## src/rtl/hazard3_ifetch_ahbl.sv

```systemverilog
// hazard3_ifetch_ahbl: instruction-fetch adapter from the core frontend's
// decoupled fetch interface to a single read-only AHB-Lite master port.
// The address phase is a combinational pass-through. A small state machine
// tracks the single outstanding data phase and the two-cycle error response.
// Optional feature macro: HAZARD3_IFETCH_ERR_CANCEL_EN. When it is defined, the
// address phase is suppressed during the first error cycle.
module hazard3_ifetch_ahbl #(
    parameter int W_ADDR = 32,
    parameter int W_DATA = 32
) (
    input  logic              clk,
    input  logic              rst_n,

    input  logic              mem_size,
    input  logic [W_ADDR-1:0] mem_addr,
    input  logic              mem_addr_vld,
    output logic              mem_addr_rdy,
    output logic [W_DATA-1:0] mem_data,
    output logic              mem_data_vld,
    output logic              mem_data_err,
    input  logic              priv_m,
    output logic [W_ADDR-1:0] err_addr,

    output logic [W_ADDR-1:0] ahbl_haddr,
    output logic [1:0]        ahbl_htrans,
    output logic [2:0]        ahbl_hsize,
    output logic              ahbl_hwrite,
    output logic              ahbl_hmastlock,
    output logic [2:0]        ahbl_hburst,
    output logic [3:0]        ahbl_hprot,
    input  logic              ahbl_hready,
    input  logic              ahbl_hresp,
    input  logic [W_DATA-1:0] ahbl_hrdata
);

    typedef enum logic [1:0] {
        IDLE_DPH = 2'b00,
        DPH      = 2'b01,
        ERR1     = 2'b10
    } dph_state_t;

    localparam logic [1:0] HTRANS_IDLE   = 2'b00;
    localparam logic [1:0] HTRANS_NONSEQ = 2'b10;

    dph_state_t        state_r;
    dph_state_t        state_nxt_s;
    logic [W_ADDR-1:0] dph_addr_r;
    logic [W_ADDR-1:0] err_addr_r;
    logic              err_first_s;
    logic              addr_accept_s;
    logic              data_vld_s;
    logic              data_err_s;

`ifdef HAZARD3_IFETCH_ERR_CANCEL_EN
    // First cycle of an error response: the pending address phase must be
    // withdrawn. The frontend keeps holding it, so it reappears next cycle.
    assign err_first_s = (state_r == DPH) && !ahbl_hready && ahbl_hresp;
`else
    assign err_first_s = 1'b0;
`endif

    // Address phase: straight pass-through, suppressed during reset and
    // (optionally) during the first error cycle.
    assign mem_addr_rdy   = rst_n && mem_addr_vld && ahbl_hready && !err_first_s;
    assign addr_accept_s  = mem_addr_rdy;
    assign ahbl_htrans    = (rst_n && mem_addr_vld && !err_first_s) ? HTRANS_NONSEQ : HTRANS_IDLE;
    assign ahbl_haddr     = mem_addr;
    assign ahbl_hsize     = mem_size ? 3'b010 : 3'b001;
    assign ahbl_hwrite    = 1'b0;
    assign ahbl_hmastlock = 1'b0;
    assign ahbl_hburst    = 3'b000;
    assign ahbl_hprot     = {2'b00, priv_m, 1'b0};

    // Halfword data is returned unsteered; the frontend picks the half.
    assign mem_data     = ahbl_hrdata;
    assign mem_data_vld = data_vld_s;
    assign mem_data_err = data_err_s;
    assign err_addr     = err_addr_r;

    // Data-phase next state and the zero-latency data-return strobes.
    always_comb begin
        state_nxt_s = state_r;
        data_vld_s  = 1'b0;
        data_err_s  = 1'b0;
        if (!rst_n) begin
            state_nxt_s = IDLE_DPH;
        end else begin
            case (state_r)
                IDLE_DPH: begin
                    // A stray hresp with nothing outstanding is ignored.
                    if (addr_accept_s) begin
                        state_nxt_s = DPH;
                    end else begin
                        state_nxt_s = IDLE_DPH;
                    end
                end
                DPH: begin
                    if (ahbl_hready) begin
                        data_vld_s  = 1'b1;
                        state_nxt_s = addr_accept_s ? DPH : IDLE_DPH;
                    end else if (ahbl_hresp) begin
                        state_nxt_s = ERR1;
                    end else begin
                        state_nxt_s = DPH;
                    end
                end
                ERR1: begin
                    // hready low here is a slave protocol violation; wait it out.
                    if (ahbl_hready) begin
                        data_vld_s  = 1'b1;
                        data_err_s  = 1'b1;
                        state_nxt_s = addr_accept_s ? DPH : IDLE_DPH;
                    end else begin
                        state_nxt_s = ERR1;
                    end
                end
                default: begin
                    state_nxt_s = IDLE_DPH;
                end
            endcase
        end
    end

    // State register, data-phase address capture and fault address latch.
    always_ff @(posedge clk) begin
        if (!rst_n) begin
            state_r    <= IDLE_DPH;
            dph_addr_r <= {W_ADDR{1'b0}};
            err_addr_r <= {W_ADDR{1'b0}};
        end else begin
            state_r <= state_nxt_s;
            if (addr_accept_s) begin
                dph_addr_r <= mem_addr;
            end
            if ((state_r == ERR1) && ahbl_hready) begin
                err_addr_r <= dph_addr_r;
            end
        end
    end

endmodule

```

## config.mk

```make
export PLATFORM = sky130hd
export DESIGN_NAME = hazard3_ifetch_ahbl
export DESIGN_NICKNAME = d
export VERILOG_FILES = /design/src/rtl/hazard3_ifetch_ahbl.sv
export SDC_FILE = /design/constraint.sdc
export NUM_CORES = 1
export LEC_CHECK = 0
export CORE_MARGIN = 2
export CORE_UTILIZATION = 42
export CTS_CLUSTER_DIAMETER = 60
export DETAILED_ROUTE_END_ITERATION = 7
export PLACE_DENSITY_LB_ADDON = 0.08
export SYNTH_ARGS = -nofsm -noshare
export SYNTH_HDL_FRONTEND = slang
export SYNTH_SLANG_ARGS = --single-unit
```

## constraint.sdc

```tcl
create_clock -name clk -period 2.9 [get_ports clk]
set_input_delay 0.725 -clock clk [delete_from_list [all_inputs] [get_ports clk]]
set_output_delay 0.725 -clock clk [all_outputs]
set_load 0.01 [all_outputs]
```

==> summary.md <==
| Metric | Value |
|---|---|
| CP cell instances | `clkdlybuf4s50_1 -> and3_4 -> clkdlybuf4s50_1` |
| Final critical-path setup slack | `0.212 ns` |
| Seq/Total Area, Yosys | `38.0%` |
| Post-layout util | `51.3%` |
| Power per Cell Area | `448 nW/um^2` |
| H-tree levels | `3` |
| Yosys top cell by area | `dfxtp_1` |
| Peak VDD IR | `0.275 mV` |
| Post-layout instance area | `4180 um^2` |
| Cells on worst reg2reg path | `5` |
| Status | `finished clean` |
| Drt first pass iters | `4` |
| Reg2Reg Setup Slack | `1.34 ns` |
| Hold endpoint | `dph_addr_r[16]` |
| Layout area overhead | `20.2%` |
| Die Area | `9020 um^2` |
| Hold Crit Class | `reg -> reg` |
| Via-per-instance ratio | `5.18` |
| Gate power share | `13.1%` |
| Ant. Diodes | `0` |
| Max Root-Sink Buffers | `2` |
| Clock slew at reported path FFs | `0.06 ns` |
| Critical path class | `in -> out` |
| Slowest cell on crit path | `clkdlybuf4s50_1` |
| HPWL Detailed | `4.96 mm` |
| Cell Area, Synth | `3470 um^2` |
| Yosys top cell area share | `38.0%` |
| Critical Path Start Type | `input port` |
| Tmin final | `2.69 ns` |
| Setup crit end kind | `output pin` |
| Total Neg Setup Slack | `0 ns` |
| Total gr overflow | `0` |
| Clock Sinks | `66` |
| Clock Root Buffer | `clkbuf_8` |
| Cts hold-fix bufs | `0` |
| Vias in the first global route | `2603` |
| Clock Latency Late Sink | `0.34 ns` |
| Row count | `33` |
| Pin count of the biggest net entering global routing | `67` |
| Leak | `1.51 nW` |
| Vias | `2721` |
| Final nets | `491` |
| DP Cell Count | `510` |
| Synth Warn # | `0` |
| Cell count after synthesis | `391` |
| Register bit total from synthesis | `66` |
| Core area | `8130 um^2` |
| CTS resizes | `0` |
| FF-to-FF End | `err_addr[1]` |
| Synth area leaders | `dfxtp_1, buf_4, a21bo_1, o21ai_2, nand4_1` |
| Clock power frac | `36.3%` |
| Final Total Pwr | `1.87 mW` |
| Max cap viols | `0` |
| IO Port Bufs | `107` |
| Max incr delay on CP | `0.53 ns` |
| Setup Fix Bufs, Post-CTS | `0` |
| Post-Route Skew | `0.00821 ns` |
| FF-to-FF Start | `state_r[0]` |
| Initial DRC Count | `87` |
| Netlist cell types | `22` |
| CP max FO | `3` |
| IO Pins | `184` |
| Rel. slew slack | `53.0%` |
| Final wirelength | `7.87 mm` |
| Top-count cell post-synth | `buf_4` |
| DIE WIDTH | `95.0 um` |
| CP Data Arrival Time | `1.96 ns` |
| Final period util | `92.7%` |
| EDFF count, synth | `0` |
| Fraction of layout cells with a size suffix above 1 | `13.8%` |
| RSZ-0062 raised after global routing | `no` |
| Hold Slack | `0.455 ns` |
| Worst-margin pin slew | `0.705 ns` |
| Pre-CTS setup slack | `0.202 ns` |
| Hold depth | `2` |
| Sequential power share | `50.5%` |
| NetSw | `0.471 mW` |
| First-pass GRT wire length | `12.7 mm` |
| Crit-path most repeated cell | `clkdlybuf4s50_1` |
| Syn avg cell area | `8.89 um^2` |
| Switching share of power | `25.2%` |
| Non-filler cells, final | `525` |
| Initial Util | `42.7%` |
| WL/cell | `15.0 um` |
| FMAX | `372 MHz` |
| CP required | `2.17 ns` |
| RePlAce Congestion | `0.737` |
| Synth Flop Type | `dfxtp_1` |
| Hold Fails Final Rpt | `0` |
| Antenna-violating nets left | `0` |
| Initial antenna violation count | `0` |
| Commonest cells in the netlist | `buf_4, dfxtp_1, a21oi_1, nand2_1` |
| Tot GR Track Use | `18.0%` |
| Die span in y | `95.0 um` |
| Synth async-reset ratio | `0%` |
| Setup violators final | `0` |
| Post-DP Area | `4010 um^2` |
| TritonCTS clock tree | `built` |
| Hold path start | `dph_addr_r[16]` |
| Internal power | `1.40 mW` |
| Residual DRC | `0` |
| CTS Buf Count | `9` |
| Slew Limit Fails | `0` |
## sequential cells by signal, indices dropped and copies added (netlist names)
name	flops
state_r	2
dph_addr_r	32
err_addr	32
## critical path, delay by kind of cell
family / cells / cell delay (ns)
AND/OR/NAND/NOR: 1 / 0.20
buffers and inverters: 2 / 1.04
## layout by cell type (no fill, tap or decap), types with 2 or more instances in the layout
cell type and instances:
and3_1 2, nor3_1 2, a21bo_1 32, inv_1 4, o21ai_1 3, clkdlybuf4s50_1 105, ha_1 3, buf_4 12
clkinv_2 3, o21ai_2 29, clkbuf_8 11, conb_1 10, dfxtp_1 66, nand2_1 33, a21oi_1 33, nand3_1 32
nand4_1 32
## layer usage
| layer | vias up | share of wire, % | GRT usage [%] |
|---|---|---|---|
| li1 | 1319 | - | - |
| met1 | 1298 | 46 | 23.1 |
| met2 | 91 | 45 | 28.3 |
| met3 | 13 | 7.2 | 6.70 |
| met4 | 0 | 1.3 | 4.95 |
| met5 | - | 0 | 0 |
## worst max path at each step
stage	from	endpoint	slack, ns	depth (start not counted)
6_report	mem_addr_vld	mem_addr_rdy	0.21	3
5_1_grt	mem_addr_vld	mem_addr_rdy	0.17	3
4_1_cts	mem_addr_vld	mem_addr_rdy	0.20	3
3_5_place_dp	mem_addr_vld	mem_addr_rdy	0.20	3
3_3_place_gp	mem_addr_vld	mem_addr_rdy	0.22	3
2_1_floorplan	rst_n	ahbl_htrans[1]	0.84	4
## kinds of logic after synthesis
group	share of synthesized area, %
AND/OR/NAND/NOR	15.5
buffers and inverters	23.0
flip-flops	38.0
AO/OA/AOI/OAI	21.9
other	0.108
adder cells (fa/ha/maj)	1.44
## power by group through the flow
stage | combinational (mW) | clock [mW] | sequential (mW)
floorplan | 0.211 | 0 | 0.962
global placement | 0.247 | 0 | 0.964
detailed placement | 0.248 | 0 | 0.964
CTS | 0.249 | 0.711 | 0.944
global route | 0.268 | 0.742 | 0.947
finish | 0.246 | 0.679 | 0.945
## area by class of cell
| cell class | instances | area [um^2] |
|---|---|---|
| flip-flops and latches | 66 | 1320 |
| well taps | 105 | 131 |
| multi-input cells | 217 | 1390 |
| clock buffers | 12 | 155 |
| fillers | 783 | 3960 |
| inverters | 4 | 15.0 |
| repair buffers | 118 | 1150 |
| clock inverters | 3 | 15.0 |
Note: power is estimated with default switching activity, not from simulation.
